==> config.mk <==
export PLATFORM = sky130hd
export DESIGN_NAME = lma0_ctrl
export DESIGN_NICKNAME = d
export VERILOG_FILES = /design/src/rtl/lma0_pkg.sv /design/src/rtl/lma0_idecode.sv /design/src/rtl/lma0_ctrl.sv
export SDC_FILE = /design/constraint.sdc
export NUM_CORES = 1
export LEC_CHECK = 0
export BUFFER_PORTS_ARGS = -buffer_cell sky130_fd_sc_hd__buf_2
export CORE_ASPECT_RATIO = 0.9
export CORE_MARGIN = 1.5
export CORE_UTILIZATION = 37
export CTS_CLUSTER_DIAMETER = 200
export DETAILED_ROUTE_END_ITERATION = 12
export PLACE_DENSITY_LB_ADDON = 0.2
export SLEW_MARGIN = 20
export SYNTH_ARGS = -nofsm -noshare
export SYNTH_HDL_FRONTEND = slang
export SYNTH_SLANG_ARGS = --single-unit
export TNS_END_PERCENT = 5
==> constraint.sdc <==
create_clock -name clk -period 1.5 [get_ports clk]
set_input_delay 0.3 -clock clk [delete_from_list [all_inputs] [get_ports clk]]
set_output_delay 0.3 -clock clk [all_outputs]
set_load 0.02 [all_outputs]
==> src/rtl/lma0_pkg.sv <==
// Shared types and opcode constants for the LMA0 control path.
// Latency: n/a (declarations only).
// Backpressure: n/a.
package lma0_pkg;

  // Sequencer states; encodings are visible on the debug state port.
  typedef enum logic [2:0] {
    S_IDLE   = 3'd0,
    S_FETCH  = 3'd1,
    S_DECODE = 3'd2,
    S_EXEC   = 3'd3,
    S_MEM    = 3'd4,
    S_WB     = 3'd5
  } state_e;

  // Opcode fields, matched against instr[15:12] (4-bit) or instr[15:13] (3-bit).
  localparam logic [3:0] OP_RTYPE = 4'b0000;
  localparam logic [3:0] OP_ITYPE = 4'b0001;
  localparam logic [2:0] OP_ILL   = 3'b001;
  localparam logic [2:0] OP_LOAD  = 3'b010;
  localparam logic [2:0] OP_STORE = 3'b011;
  localparam logic [2:0] OP_JEQ   = 3'b100;
  localparam logic [2:0] OP_JLT   = 3'b101;
  localparam logic [2:0] OP_JAL   = 3'b110;
  localparam logic [2:0] OP_JR    = 3'b111;
  // LCG lives inside the R-type opcode space, matched on instr[15:9].
  localparam logic [6:0] OP_LCG   = 7'b0000100;

  // Return-address register written by JAL.
  localparam logic [2:0] RA_IDX   = 3'd7;

  // Instruction class, exactly one bit set for any instr value.
  typedef struct packed {
    logic rtype;
    logic lcg;
    logic itype;
    logic ill;
    logic load;
    logic store;
    logic jeq;
    logic jlt;
    logic jal;
    logic jr;
  } iclass_t;

endpackage

==> src/rtl/lma0_idecode.sv <==
// Combinational instruction-class decoder (one-hot), shared with datapath muxes.
// Latency: 0 cycles, purely combinational.
// Backpressure: none.
// Ports: instr (IR contents) -> cls (one-hot iclass_t).
module lma0_idecode
  import lma0_pkg::*;
(
  input  logic [15:0] instr,
  output iclass_t     cls
);

  logic [3:0] op4;
  logic [2:0] op3;
  logic       is_lcg;
  logic       unused_operands;

  assign op4    = instr[15:12];
  assign op3    = instr[15:13];
  assign is_lcg = (instr[15:9] == OP_LCG);
  // Operand fields are consumed by the datapath, not by class decode.
  assign unused_operands = ^instr[8:0];

  always_comb begin
    cls       = '0;
    cls.lcg   = is_lcg;
    cls.rtype = (op4 == OP_RTYPE) && !is_lcg;
    cls.itype = (op4 == OP_ITYPE);
    cls.ill   = (op3 == OP_ILL);
    cls.load  = (op3 == OP_LOAD);
    cls.store = (op3 == OP_STORE);
    cls.jeq   = (op3 == OP_JEQ);
    cls.jlt   = (op3 == OP_JLT);
    cls.jal   = (op3 == OP_JAL);
    cls.jr    = (op3 == OP_JR);
  end

endmodule

==> src/rtl/lma0_ctrl.sv <==
// Multi-cycle fetch/decode/exec/mem/wb sequencer for the LMA0 16-bit core.
// Latency: R/I 4, LCG 3+LCG_CYCLES, load 5, store 4, jumps 3 cycles (zero-wait memory).
// Backpressure: FETCH and MEM hold mem_req with stable outputs until mem_ack.
// Ports: run/instr/mem_ack/flag_z/flag_n in; memory, PC, IR, regfile and ALU
// strobes plus insn_done/illegal pulses and debug state out.
module lma0_ctrl
  import lma0_pkg::*;
#(
  parameter int LCG_CYCLES = 4,
  parameter int STATE_W    = 3
) (
  input  logic               clk,
  input  logic               rst_n,
  input  logic               run,
  input  logic [15:0]        instr,
  input  logic               mem_ack,
  input  logic               flag_z,
  input  logic               flag_n,
  output logic               mem_req,
  output logic               mem_we,
  output logic               addr_sel,
  output logic               ir_en,
  output logic               pc_inc,
  output logic               pc_load,
  output logic               pc_src,
  output logic               reg_we,
  output logic               alu_go,
  output logic               insn_done,
  output logic               illegal,
  output logic [STATE_W-1:0] state
);

  localparam int CNT_W = (LCG_CYCLES > 1) ? $clog2(LCG_CYCLES) : 1;
  localparam logic [CNT_W-1:0] LCG_LAST = CNT_W'(LCG_CYCLES - 1);

  state_e           state_q, state_d;
  logic [CNT_W-1:0] cnt_q, cnt_d;
  iclass_t          cls;
  state_e           retire_st;
  logic             exec_first;

  lma0_idecode u_idecode (
    .instr (instr),
    .cls   (cls)
  );

  // run is only consulted at the retire boundary, so dropping it never aborts.
  assign retire_st = run ? S_FETCH : S_IDLE;
  // Non-LCG classes spend one EXEC cycle; LCG's first cycle is when the
  // counter still holds its load value.
  assign exec_first = !cls.lcg || (cnt_q == LCG_LAST);
  assign state = STATE_W'(state_q);

  always_ff @(posedge clk or negedge rst_n) begin
    if (!rst_n) begin
      state_q <= S_IDLE;
      cnt_q   <= '0;
    end else begin
      state_q <= state_d;
      cnt_q   <= cnt_d;
    end
  end

  always_comb begin
    state_d   = state_q;
    cnt_d     = cnt_q;
    mem_req   = 1'b0;
    mem_we    = 1'b0;
    addr_sel  = 1'b0;
    ir_en     = 1'b0;
    pc_inc    = 1'b0;
    pc_load   = 1'b0;
    pc_src    = 1'b0;
    reg_we    = 1'b0;
    alu_go    = 1'b0;
    insn_done = 1'b0;
    illegal   = 1'b0;

    unique case (state_q)
      S_IDLE: begin
        if (run) state_d = S_FETCH;
      end

      S_FETCH: begin
        mem_req = 1'b1;
        if (mem_ack) begin
          ir_en   = 1'b1;
          pc_inc  = 1'b1;
          state_d = S_DECODE;
        end
      end

      S_DECODE: begin
        // IR is valid here, so the LCG counter is primed before EXEC entry.
        cnt_d   = cls.lcg ? LCG_LAST : '0;
        state_d = S_EXEC;
      end

      S_EXEC: begin
        if (cls.ill) begin
          illegal   = 1'b1;
          insn_done = 1'b1;
          state_d   = retire_st;
        end else begin
          alu_go = exec_first;
          if (cls.rtype || cls.itype) begin
            state_d = S_WB;
          end else if (cls.lcg) begin
            if (cnt_q == '0) state_d = S_WB;
            else             cnt_d   = cnt_q - CNT_W'(1);
          end else if (cls.load || cls.store) begin
            state_d = S_MEM;
          end else if (cls.jeq || cls.jlt) begin
            pc_load   = cls.jeq ? flag_z : flag_n;
            insn_done = 1'b1;
            state_d   = retire_st;
          end else if (cls.jal) begin
            // Datapath routes incremented PC to din and RA_IDX to r0addr.
            reg_we    = 1'b1;
            pc_load   = 1'b1;
            insn_done = 1'b1;
            state_d   = retire_st;
          end else begin
            pc_load   = 1'b1;
            pc_src    = 1'b1;
            insn_done = 1'b1;
            state_d   = retire_st;
          end
        end
      end

      S_MEM: begin
        mem_req  = 1'b1;
        addr_sel = 1'b1;
        mem_we   = cls.store;
        if (mem_ack) begin
          if (cls.load) begin
            state_d = S_WB;
          end else begin
            insn_done = 1'b1;
            state_d   = retire_st;
          end
        end
      end

      S_WB: begin
        reg_we    = 1'b1;
        insn_done = 1'b1;
        state_d   = retire_st;
      end

      default: state_d = S_IDLE;
    endcase
  end

endmodule

Yosys cells after proc, flatten, opt, wreduce, memory -nomap -nowiden
Cells that the tools add are included.

cells by class
  $add $sub $neg = 1
  equal/unequal tests = 22
  mux-type cells = 54
  reductions and logical operators = 13

operator list
  operator                                                                 count
  1-bit 2-to-1 mux                                                         36
  3-bit 2-to-1 mux                                                         9
  3-bit case mux with 6 select lines                                       1
  3-bit equality test, second input constant                               5
  3-bit by 2-bit equality test with 1-bit output, second input constant    4
  2-bit inequality test, second input constant                             6
  2-bit 2-to-1 mux                                                         5
  7-bit by 3-bit equality test with 1-bit output, second input constant    1
  3-bit by 1-bit equality test with 1-bit output, second input constant    2
  5-bit inequality test, second input constant                             1
  5-bit AND reduction                                                      1
  4-bit by 1-bit equality test with 1-bit output, second input constant    1
  4-bit zero test                                                          1
  1-bit logical OR                                                         4
  2-bit case mux with 2 select lines                                       1
  4-bit AND reduction                                                      1
  3-bit zero test                                                          1
  1-bit case mux with 3 select lines                                       1
  2-bit equality test, second input constant                               1
  2-bit zero test                                                          1
  2-bit by 1-bit inequality test with 1-bit output, second input constant  1
  1-bit case mux with 2 select lines                                       1
  2-bit nonzero test                                                       1
  2-bit OR reduction                                                       1
  3 further kinds                                                          3

word-level totals
  register bits after elaboration = 5
  input port bits = 22
  output and inout port bits = 14
  logic and storage cells = 92

Longest topological paths before layout
Gate-level depths: netlist of run 1.

  depth in word-level cells = 8
  mapped depth = 6
  gate-level depth less buffers = 5

Hierarchy
Synthesis of run 1 repeated with hierarchy kept, for this count alone.

unflattened totals
  cell total of the unflattened synthesis = 83
  area, all modules = 635.6 µm²

by module, submodules not included
  module        times used  cells an instance  area each (µm²)  seq. area each (µm²)
  lma0_ctrl     1           69                 530.5            125.1
  lma0_idecode  1           14                 105.1            0.0

Least setup slack after synthesis of run 1
OpenSTA, ideal clock, no wires.

  path type = register to output
  start point = register state_q[1], in the netlist state[1]
  end point = output port mem_we
  arrival = 1.865 ns
  required time = 1.200 ns
  path slack = -0.665 ns
  stages on the path, launching flop included = 5
  path buffers = 0
  cells stage by stage = dfrtp_1 > inv_1 > nand2_1 > nor2_1 > nor4b_1

on the way
  cells in the longest elaborated chain, start to end = 2

RTL lines
  item                    line             source
  from (decl)             lma0_ctrl.sv:36  state_e state_q, state_d;
  from (signal assigned)  lma0_ctrl.sv:59  state_q <= state_d;
  3-bit equality test     lma0_ctrl.sv:79  unique case (state_q)
  1-bit 2-to-1 mux        lma0_ctrl.sv:79
  to (decl)               lma0_ctrl.sv:20  output logic mem_we,

Every way passes these cells.

Worst setup path after layout of run 1
  start point = register state_q[2], in the netlist state[2]
  end point = output port illegal

on the way
  cells in the longest elaborated chain, start to end = 2

RTL lines
  item                                            line             source
  3-bit by 2-bit equality test with 1-bit output  lma0_ctrl.sv:79
  1-bit 2-to-1 mux                                lma0_ctrl.sv:79
  to (decl)                                       lma0_ctrl.sv:29  output logic illegal,

Every way passes these cells.

==> results of run 1 <==
-- kinds of logic after synthesis --
logic type,Yosys count,synth area share
AOI/OAI and AO/OA,22,0.281
xor gates and xnor gates,1,0.0154
adders and majority gates,2,0.0439
buffers and inverters,10,0.114
DFF,5,0.220
muxes,2,0.0352
and+or+nand+nor,29,0.290
-- per-layer routing --
metal,up-vias,wire [um],global-route usage
met5,-,0,0
met4,0,0,0.0909
met3,0,51,0.0270
met2,17,763,0.327
met1,309,755,0.257
li1,351,-,-
-- worst max-delay path: stages, from the launching register on --
cell,delay [ns]
dfrtp_1,0.39
buf_4,0.14
nand3b_4,0.16
buf_6,0.14
nor4_4,0.15
buf_4,0.19
-- sequential cells by signal, summed over array words and instances (netlist names) --
register / count
state: 3
cnt_q: 2
-- how the worst max path moves through the flow --
stage / slack, ns / to / cells past startpoint / startpoint
2_1_floorplan: -0.22 / reg_we / 4 / state[2]
3_3_place_gp: -0.06 / insn_done / 6 / instr[14]
3_5_place_dp: -0.07 / insn_done / 6 / instr[14]
4_1_cts: -0.20 / mem_we / 6 / state[1]
5_1_grt: -0.27 / illegal / 5 / state[2]
6_report: -0.23 / illegal / 5 / state[2]
-- power breakdown --
part | switching (mW) | internal [mW] | leakage, nW
clock network | 0.0572 | 0.101 | 0.0150
registers | 0.0671 | 0.174 | 0.0635
logic | 0.551 | 0.562 | 0.434
-- repair_timing --
item | in CTS | in global routing
hold buffers | 1 | 0
buffers inserted | 4 | 0
gates resized for setup | 29 | 4
pin swaps | 5 | 0
endpoints found under the setup margin | 11 | 14
endpoints found under the hold margin | 5 | 0
cloned | 0 | 0
-- cells in the final DEF, fill, tap and decap left out, types with 2 or more instances in the layout --
master | Yosys | final
ha_1 | 2 | 2
mux2i_1 | 2 | 2
clkbuf_4 | 0 | 3
a21oi_2 | 0 | 2
a22o_1 | 2 | 2
inv_1 | 6 | 5
buf_4 | 2 | 25
or3_1 | 3 | 3
buf_2 | 0 | 16
dfrtp_1 | 5 | 3
a21oi_1 | 7 | 5
nor2_1 | 10 | 7
o21ai_0 | 5 | 5
nand2_1 | 5 | 4
dfrtp_2 | 0 | 2
buf_6 | 0 | 6
nor2_4 | 0 | 3
-- final cells by class --
| type | instances | area, sq um |
|---|---|---|
| clock buffer | 4 | 26.3 |
| fill | 118 | 417 |
| inverter | 6 | 27.5 |
| multi-input combinational | 56 | 465 |
| sequential | 5 | 128 |
| tap | 15 | 18.8 |
| timing repair buffer | 49 | 365 |
-- stage by stage --
step	setup WS, ns	hold slack, ns
detailed placement	-0.0734	0.117
global route	-0.274	0.392
finish	-0.228	0.385
global placement	-0.0590	0.114
floorplan	-0.225	0.00441
CTS	-0.199	0.378
==> results.md, run 1 <==
* Status: complete, but fails checks
* Failing checks: negative setup slack
* First-pass GRT wire length at ~2.5 mm
* YS warnings at 0
* Critical path launch point type: flop
* IO Pins at 36
* Core Area at 1450 sq um
* Sequential share of the synthesized area at 0.220
* Initial antenna violation count at 0
* Ranking of synthesized cells by area: dfrtp_1, nor2_1, a21oi_1
* Finished Cell Area at approximately 1000 sq um
* Distinct cell type count after synthesis at 29
* Input/output buffers at 26
* CTS H-tree depth at 1
* Post-synthesis cell count at approximately 70
* Reg2reg end: state[2]
* Root buf cell: clkbuf_4
* Top_reg_cell synth: dfrtp_1
* Total Neg Setup Slack at -1.66 ns
* Worst slew margin at 0.768
* Die X at between 40 and 50 um
* Setup violations, final at 12
* Violation count after the first detailed-route iteration at 10
* Setup WS post-layout at -0.228 ns
* Pwr/cell area at 1470 nW/um^2
* DR WL/cell at 11.6 um
* CP arrival at 1.43 ns
* Setup Crit Path Kind: flop to output pin
* Die Y at between 40 and 50 um
* Area delta synth->final at 81.1%
* TritonCTS Buffers at 3
* Inst Count DP at approximately 130
* Vias in the first global route at 579
* WP data required at approximately 1.2 ns
* Yosys top cell by area: dfrtp_1
* Clk slew on worst S/H paths at roughly 0.040 ns
* CTS tree: done
* Number of enable flip-flop cells after synthesis at 0
* Drt pass-1 iters at 5
* Drt via density at 5.01
* Largest net degree at the start of global routing at 9
* Top cells by instance count after synthesis: nor2_1, a21oi_1, inv_1
* Die area at around 1800 sq um
* DPL Wire Length at between 1 and 1.5 mm
* Post-synth top area share at 0.220
* DRC Markers at 0
* Clock Sinks at 5
* Worst-Margin Slew at 0.343 ns
* Hold WC Path Type: input pin to asynchronous set/reset pin
* Reg2reg start: state[1]
* Worst-path maximum fanout at 4
* Total power at ~1.5 mW
* Post-Route WL at between 1.5 and 2 mm
* Minimum clock period after layout at approximately 1.7 ns
* FF-to-FF setup slack at -0.09 ns
* RSZ-0062 raised after global routing: true
* Overall routing resource usage at 0.197
* R2r worst-path depth at 7
* Max_cap viols at 0
* Synth Net Count at 95
* Antenna Cells at 0
* Post-Layout Cell Count at 135
* Peak Freq at about 580 MHz
* Vias at 677
* Maximum vdd drop at between 0.9 and 1 mV
* GRT overflow at 0
* Dpl cell area at approximately 850 sq um
* Final Util at 0.712
* FFs w/ async S/R, synth at 1.00
* Final Max Slew Viols at 0
* Seq cells post-synth at 5
* Routability cong. at 0.789
* Syn Std Cell Area at roughly 570 sq um
* Initial Utilization at 0.393
* Rows at 13
* Count leader, synth: nor2_1
* # nets final at 145
* Setup Skew at about 0.0021 ns
* Setup crit end kind: output pin
* ANT nets after route at 0
* Synthesized area per cell at 8.02 sq um
* Pleak at around 0.51 nW
* Clock latency on the worst-skew pair at between 0.2 and 0.25 ns
* Final period util at 1.15
* Final hold vios at 0
* Clock Path Buffers at 2
* Share of cells above drive strength 1 at 0.592
Note: power is estimated with default switching activity, not from simulation.
==> run 2, diff against run 1 <==
Settings changed: CORE_MARGIN 1.5 to unset, PLACE_DENSITY set to 0.76, PLACE_DENSITY_LB_ADDON 0.2 to unset, SLEW_MARGIN 20 to 25.
==> run 2 against run 1 <==
The run ends with design-rule violations, negative setup slack left; clock skew shrank 0.0010 ns; cell count fell by 3.0%; power decreased by 3.5%; utilization is 1.9 points lower; critical path depth down 1; hold slack better by 0.0075 ns; design area shrank 2.7%; die area is 4.7% lower; critical endpoint is now reg_we; largest cell class unchanged.
==> results.md, run 2 (synthesized netlist as in run 1, its figures left out) <==
* Status: complete, but fails checks
* Failing checks: design-rule violations, negative setup slack
* WP data required at between 1 and 1.5 ns
* CTS H-tree depth at 1
* Pleak at roughly 0.49 nW
* Commonest non-fill, non-tap cell in the layout: buf_4
* Initial Utilization at 0.393
* Critical path launch point type: flop
* Max_cap viols at 0
* # nets final at around 140
* Most frequent cells in the layout: buf_4, buf_2, nor2_1, buf_6
* DRC Markers at 4
* Clock Sinks at 5
* TritonCTS Buffers at 3
* IO Pins at 36
* Rows at 13
* Clk slew on worst S/H paths at 0.04 ns
* CP arrival at 1.43 ns
* Setup Crit Path Kind: flop to output pin
* Post-Route WL at ~1.7 mm
* Die Y at around 39 um
* Antenna Cells at 0
* Finished Cell Area at ~1000 sq um
* Violation count after the first detailed-route iteration at 15
* Flop pwr share at 0.174
* Dpl cell area at between 800 and 900 sq um
* Minimum clock period after layout at 1.73 ns
* Vias at 700
* Inst Count DP at 125
* Worst-Margin Slew at ~0.31 ns
* Core Area at about 1400 sq um
* Hold path depth at 3
* GRT overflow at 0
* Overall routing resource usage at 0.213
* Switching part of the total power at 0.469
* Area delta synth->final at 76.3%
* Initial antenna violation count at 0
* R2r worst-path depth at 6
* Hold WC Path Type: input pin to flop
* Drt pass-1 iters at 8
* DPL Wire Length at 1.25 mm
* Clock Path Buffers at 2
* Setup crit end kind: output pin
* Peak Freq at 578 MHz
* Input/output buffers at 26
* Final Max Slew Viols at 0
* Switching pwr at 684 uW
* Die area at ~1700 sq um
* Clock latency on the worst-skew pair at ~0.24 ns
* Root buf cell: clkbuf_4
* RSZ-0062 raised after global routing: true
* Setup violations, final at 11
* Maximum vdd drop at 0.809 mV
* Combinational cell fraction of total power at 0.722
* Pwr/cell area at 1450 nW/um^2
* Drt via density at ~5.3
* ANT nets after route at 0
* Worst-path maximum fanout at 4
* Final period util at 1.15
* Share of cells above drive strength 1 at 0.603
* Final hold vios at 0
* First-pass GRT wire length at 2.67 mm
* P_int at about 780 uW
* Worst slew margin at 0.790
* Die X at ~43 um
* Setup WS post-layout at -0.229 ns
* Post-Layout Cell Count at between 100 and 150
* Largest net degree at the start of global routing at 9
* CTS tree: done
* DR WL/cell at 13.2 um
* Max FFs per register at 3
* Setup Skew at ~0.0011 ns
* Routability cong. at a little over 0.8
* Clock power frac at 0.104
* Vias in the first global route at between 600 and 700
run 2: metrics by stage:
stage / setup slack (ns) / utilization / hold slack, ns / setup TNS (ns) / power, mW
3_5_place_dp: -0.0834 / 0.574 / 0.115 / -0.233 / 1.08
6_report: -0.229 / 0.693 / 0.393 / -1.43 / 1.46
2_1_floorplan: -0.225 / - / 0.00441 / -1.06 / 0.772
3_3_place_gp: -0.0391 / 0.574 / 0.114 / -0.118 / 1.05
5_1_grt: -0.269 / 0.693 / 0.411 / -2.21 / 1.55
4_1_cts: -0.204 / 0.655 / 0.389 / -1.34 / 1.37
run 2: final timing paths:
| check | from | to | slack (ns) |
|---|---|---|---|
| min | mem_ack | state[2] | 0.39 |
| min in group asynchronous | rst_n | cnt_q[1] | 0.40 |
| max reg2reg | state[2] | state[2] | -0.06 |
| min reg2reg | cnt_q[1] | cnt_q[1] | 0.53 |
| max in group asynchronous | rst_n | state[1] | 0.96 |
| max | state[2] | reg_we | -0.23 |
run 2: timing repair:
action | 4_1_cts | 5_1_grt
resized for setup | 23 | 15
hold buffers | 1 | 0
buffers inserted | 1 | 0
pin swaps | 5 | 1
endpoints found under the setup margin | 11 | 14
hold endpoints to repair | 5 | 0
run 2: layer usage:
layer	vias up	share of wire	GRT usage
li1	341	-	-
met5	-	0	0
met2	24	0.48	0.383
met4	0	0.011	0.0156
met3	2	0.043	0.0280
met1	333	0.46	0.283
run 2: cell type report:
cell class | instances | area (sq um)
Tap cell | 15 | 18.8
Multi-Input combinational cell | 56 | 478
Clock buffer | 4 | 26.3
Timing Repair Buffer | 45 | 329
Inverter | 6 | 22.5
Fill cell | 112 | 444
Sequential cell | 5 | 129
run 2: worst max-delay path, stage by stage, from the launching register on:
cell,delay (ns)
dfrtp_2,0.43
nand2b_4,0.15
or3_4,0.33
a21oi_2,0.13
buf_4,0.15
run 2: power by group through the flow:
| stage | Combinational [mW] | Sequential, mW | Clock [mW] |
|---|---|---|---|
| CTS | 0.966 | 0.250 | 0.155 |
| global route | 1.12 | 0.261 | 0.166 |
| finish | 1.05 | 0.254 | 0.152 |
| global placement | 0.822 | 0.233 | 0 |
| floorplan | 0.508 | 0.263 | 0 |
| detailed placement | 0.844 | 0.234 | 0 |
==> run 3, diff against run 2 <==
Settings changed: CELL_PAD_IN_SITES_DETAIL_PLACEMENT set to 0, CELL_PAD_IN_SITES_GLOBAL_PLACEMENT set to 1, CORE_UTILIZATION 37 to 25, PLACE_DENSITY 0.76 to 0.75.
==> run 3 against run 2 <==
Sequential share of layout area down 0.12 points; critical endpoint unchanged; clock skew rose by 0.0061 ns; hold slack lost 0.0013 ns; highest routed layer unchanged; largest power group unchanged; worst setup slack improved by 0.033 ns; first-iteration DRC count decreased by 80%; the run ends with negative setup slack left; clock power grew 5%; design area is the same; combinational power shrank 6%; non-clock buffer count fell by 2; global-route usage down 7.0 points; count of clock-buffer cells in the layout shrank 1; sequential cell count is the same.
==> results.md, run 3 (synthesized netlist as in run 1, its figures left out) <==
* Status: complete, but fails checks
* Failing checks: negative setup slack
* Maximum vdd drop at 0.777 mV
* Initial Utilization at 0.263
* Final period util at 1.13
* Share of cells above drive strength 1 at 0.623
* Finished Cell Area at ~1000 sq um
* Clk slew on worst S/H paths at ~0.050 ns
* # nets final at around 140
* Max FFs per register at 3
* Pleak at between 0.4 and 0.5 nW
* Clock Sinks at 5
* Die Y at roughly 47 um
* Area delta synth->final at 76.3%
* Largest net degree at the start of global routing at 10
* Register area at around 130 sq um
* Routability cong. at between 0.8 and 0.9
* Clock Path Buffers at 2
* Final Max Slew Viols at 0
* Setup Skew at 0.00721 ns
* Total power at 1.41 mW
* Vias at ~670
* Die X at around 52 um
* Worst-path maximum fanout at 3
* GRT overflow at 0
* Setup WS post-layout at -0.196 ns
* Minimum clock period after layout at roughly 1.7 ns
* First-pass GRT wire length at roughly 2.6 mm
* Worst-Margin Slew at about 0.27 ns
* Core Area at about 2200 sq um
* Antenna Cells at 0
* CTS tree: done
* Root buf cell: clkbuf_4
* Dpl cell area at around 840 sq um
* Most frequent cells in the layout: buf_4, buf_2, nor2_1
* IO Pins at 36
* Peak Freq at around 590 MHz
* Post-Route WL at 1.68 mm
* Post-Layout Cell Count at approximately 140
* Rows at 16
* Die area at around 2500 sq um
* Setup violations, final at 10
* Fillers at between 200 and 250
* Inst Count DP at about 140
* Overall routing resource usage at 0.143
* Input/output buffers at 26
* Vias in the first global route at roughly 640
* Violation count after the first detailed-route iteration at 3
* DR WL/cell at 11.9 um
* DRC Markers at 0
* TritonCTS Buffers at 3
* Worst slew margin at 0.819
* WP data required at roughly 1.2 ns
* ANT nets after route at 0
* Commonest non-fill, non-tap cell in the layout: buf_4
* Final hold vios at 0
* Setup crit end kind: output pin
* DPL Wire Length at approximately 1.3 mm
* Clock latency on the worst-skew pair at around 0.25 ns
* Initial antenna violation count at 0
* Drt pass-1 iters at 2
* CTS H-tree depth at 1
* Setup Crit Path Kind: flop to output pin
* Max_cap viols at 0
* Area of the multi-input gates at 483 sq um
* Pwr/cell area at 1410 nW/um^2
* Drt via density at 4.74
* Total Neg Setup Slack at -1.00 ns
* CP arrival at 1.40 ns
* Critical path launch point type: flop
* RSZ-0062 raised after global routing: true
* Hold WC Path Type: input pin to asynchronous set/reset pin
==> run 3: critical path, stage by stage (launching register included) <==
cell      delay [ns]
dfrtp_1         0.41
nand2b_4        0.16
or3_4           0.32
a21oi_2         0.12
buf_4           0.15
==> run 3: path summary, 6_finish.rpt <==
path,from,end,slack [ns],cells past startpoint
setup / recovery,state[2],reg_we,-0.20,4
hold / removal,rst_n,cnt_q[0],0.39,2
setup reg to reg,state[0],state[2],0,5
hold reg to reg,cnt_q[1],cnt_q[1],0.55,1
max in group asynchronous,rst_n,state[0],0.97,2
min in group clk,mem_ack,state[2],0.43,3
==> run 3: metal layers <==
layer,global-route usage,vias up,share of wire
li1,-,340,-
met1,0.174,307,0.44
met2,0.258,17,0.51
met3,0.0227,4,0.032
met4,0.0474,0,0.016
met5,0,-,0
==> run 3: timing repair <==
| action | CTS | global route |
|---|---|---|
| hold buffers | 1 | 0 |
| setup endpoints to repair | 12 | 13 |
| hold endpoints to repair | 5 | 0 |
| resized for setup | 18 | 18 |
| pin swaps | 4 | 2 |
| buffers inserted | 0 | 0 |
==> run 3: through the flow <==
stage	worst slack (ns)	util	hold WS (ns)
2_1_floorplan	-0.225	-	0.00441
3_3_place_gp	-0.0806	0.388	0.115
3_5_place_dp	-0.102	0.388	0.119
4_1_cts	-0.199	0.435	0.393
5_1_grt	-0.270	0.464	0.412
6_report	-0.196	0.464	0.391
==> run 3: area by class of cell <==
type                    count  share of cell area
clock buffers               3              0.0224
inverters                   6              0.0224
flip-flops and latches      5               0.127
repair buffers             43               0.308
multi-input cells          56               0.481
clock inverters             1             0.00499
well taps                  27              0.0337
==> run 3: power breakdown <==
group          switching, mW  internal [mW]
clock network         0.0624         0.0969
registers             0.0881          0.174
logic                  0.515          0.476
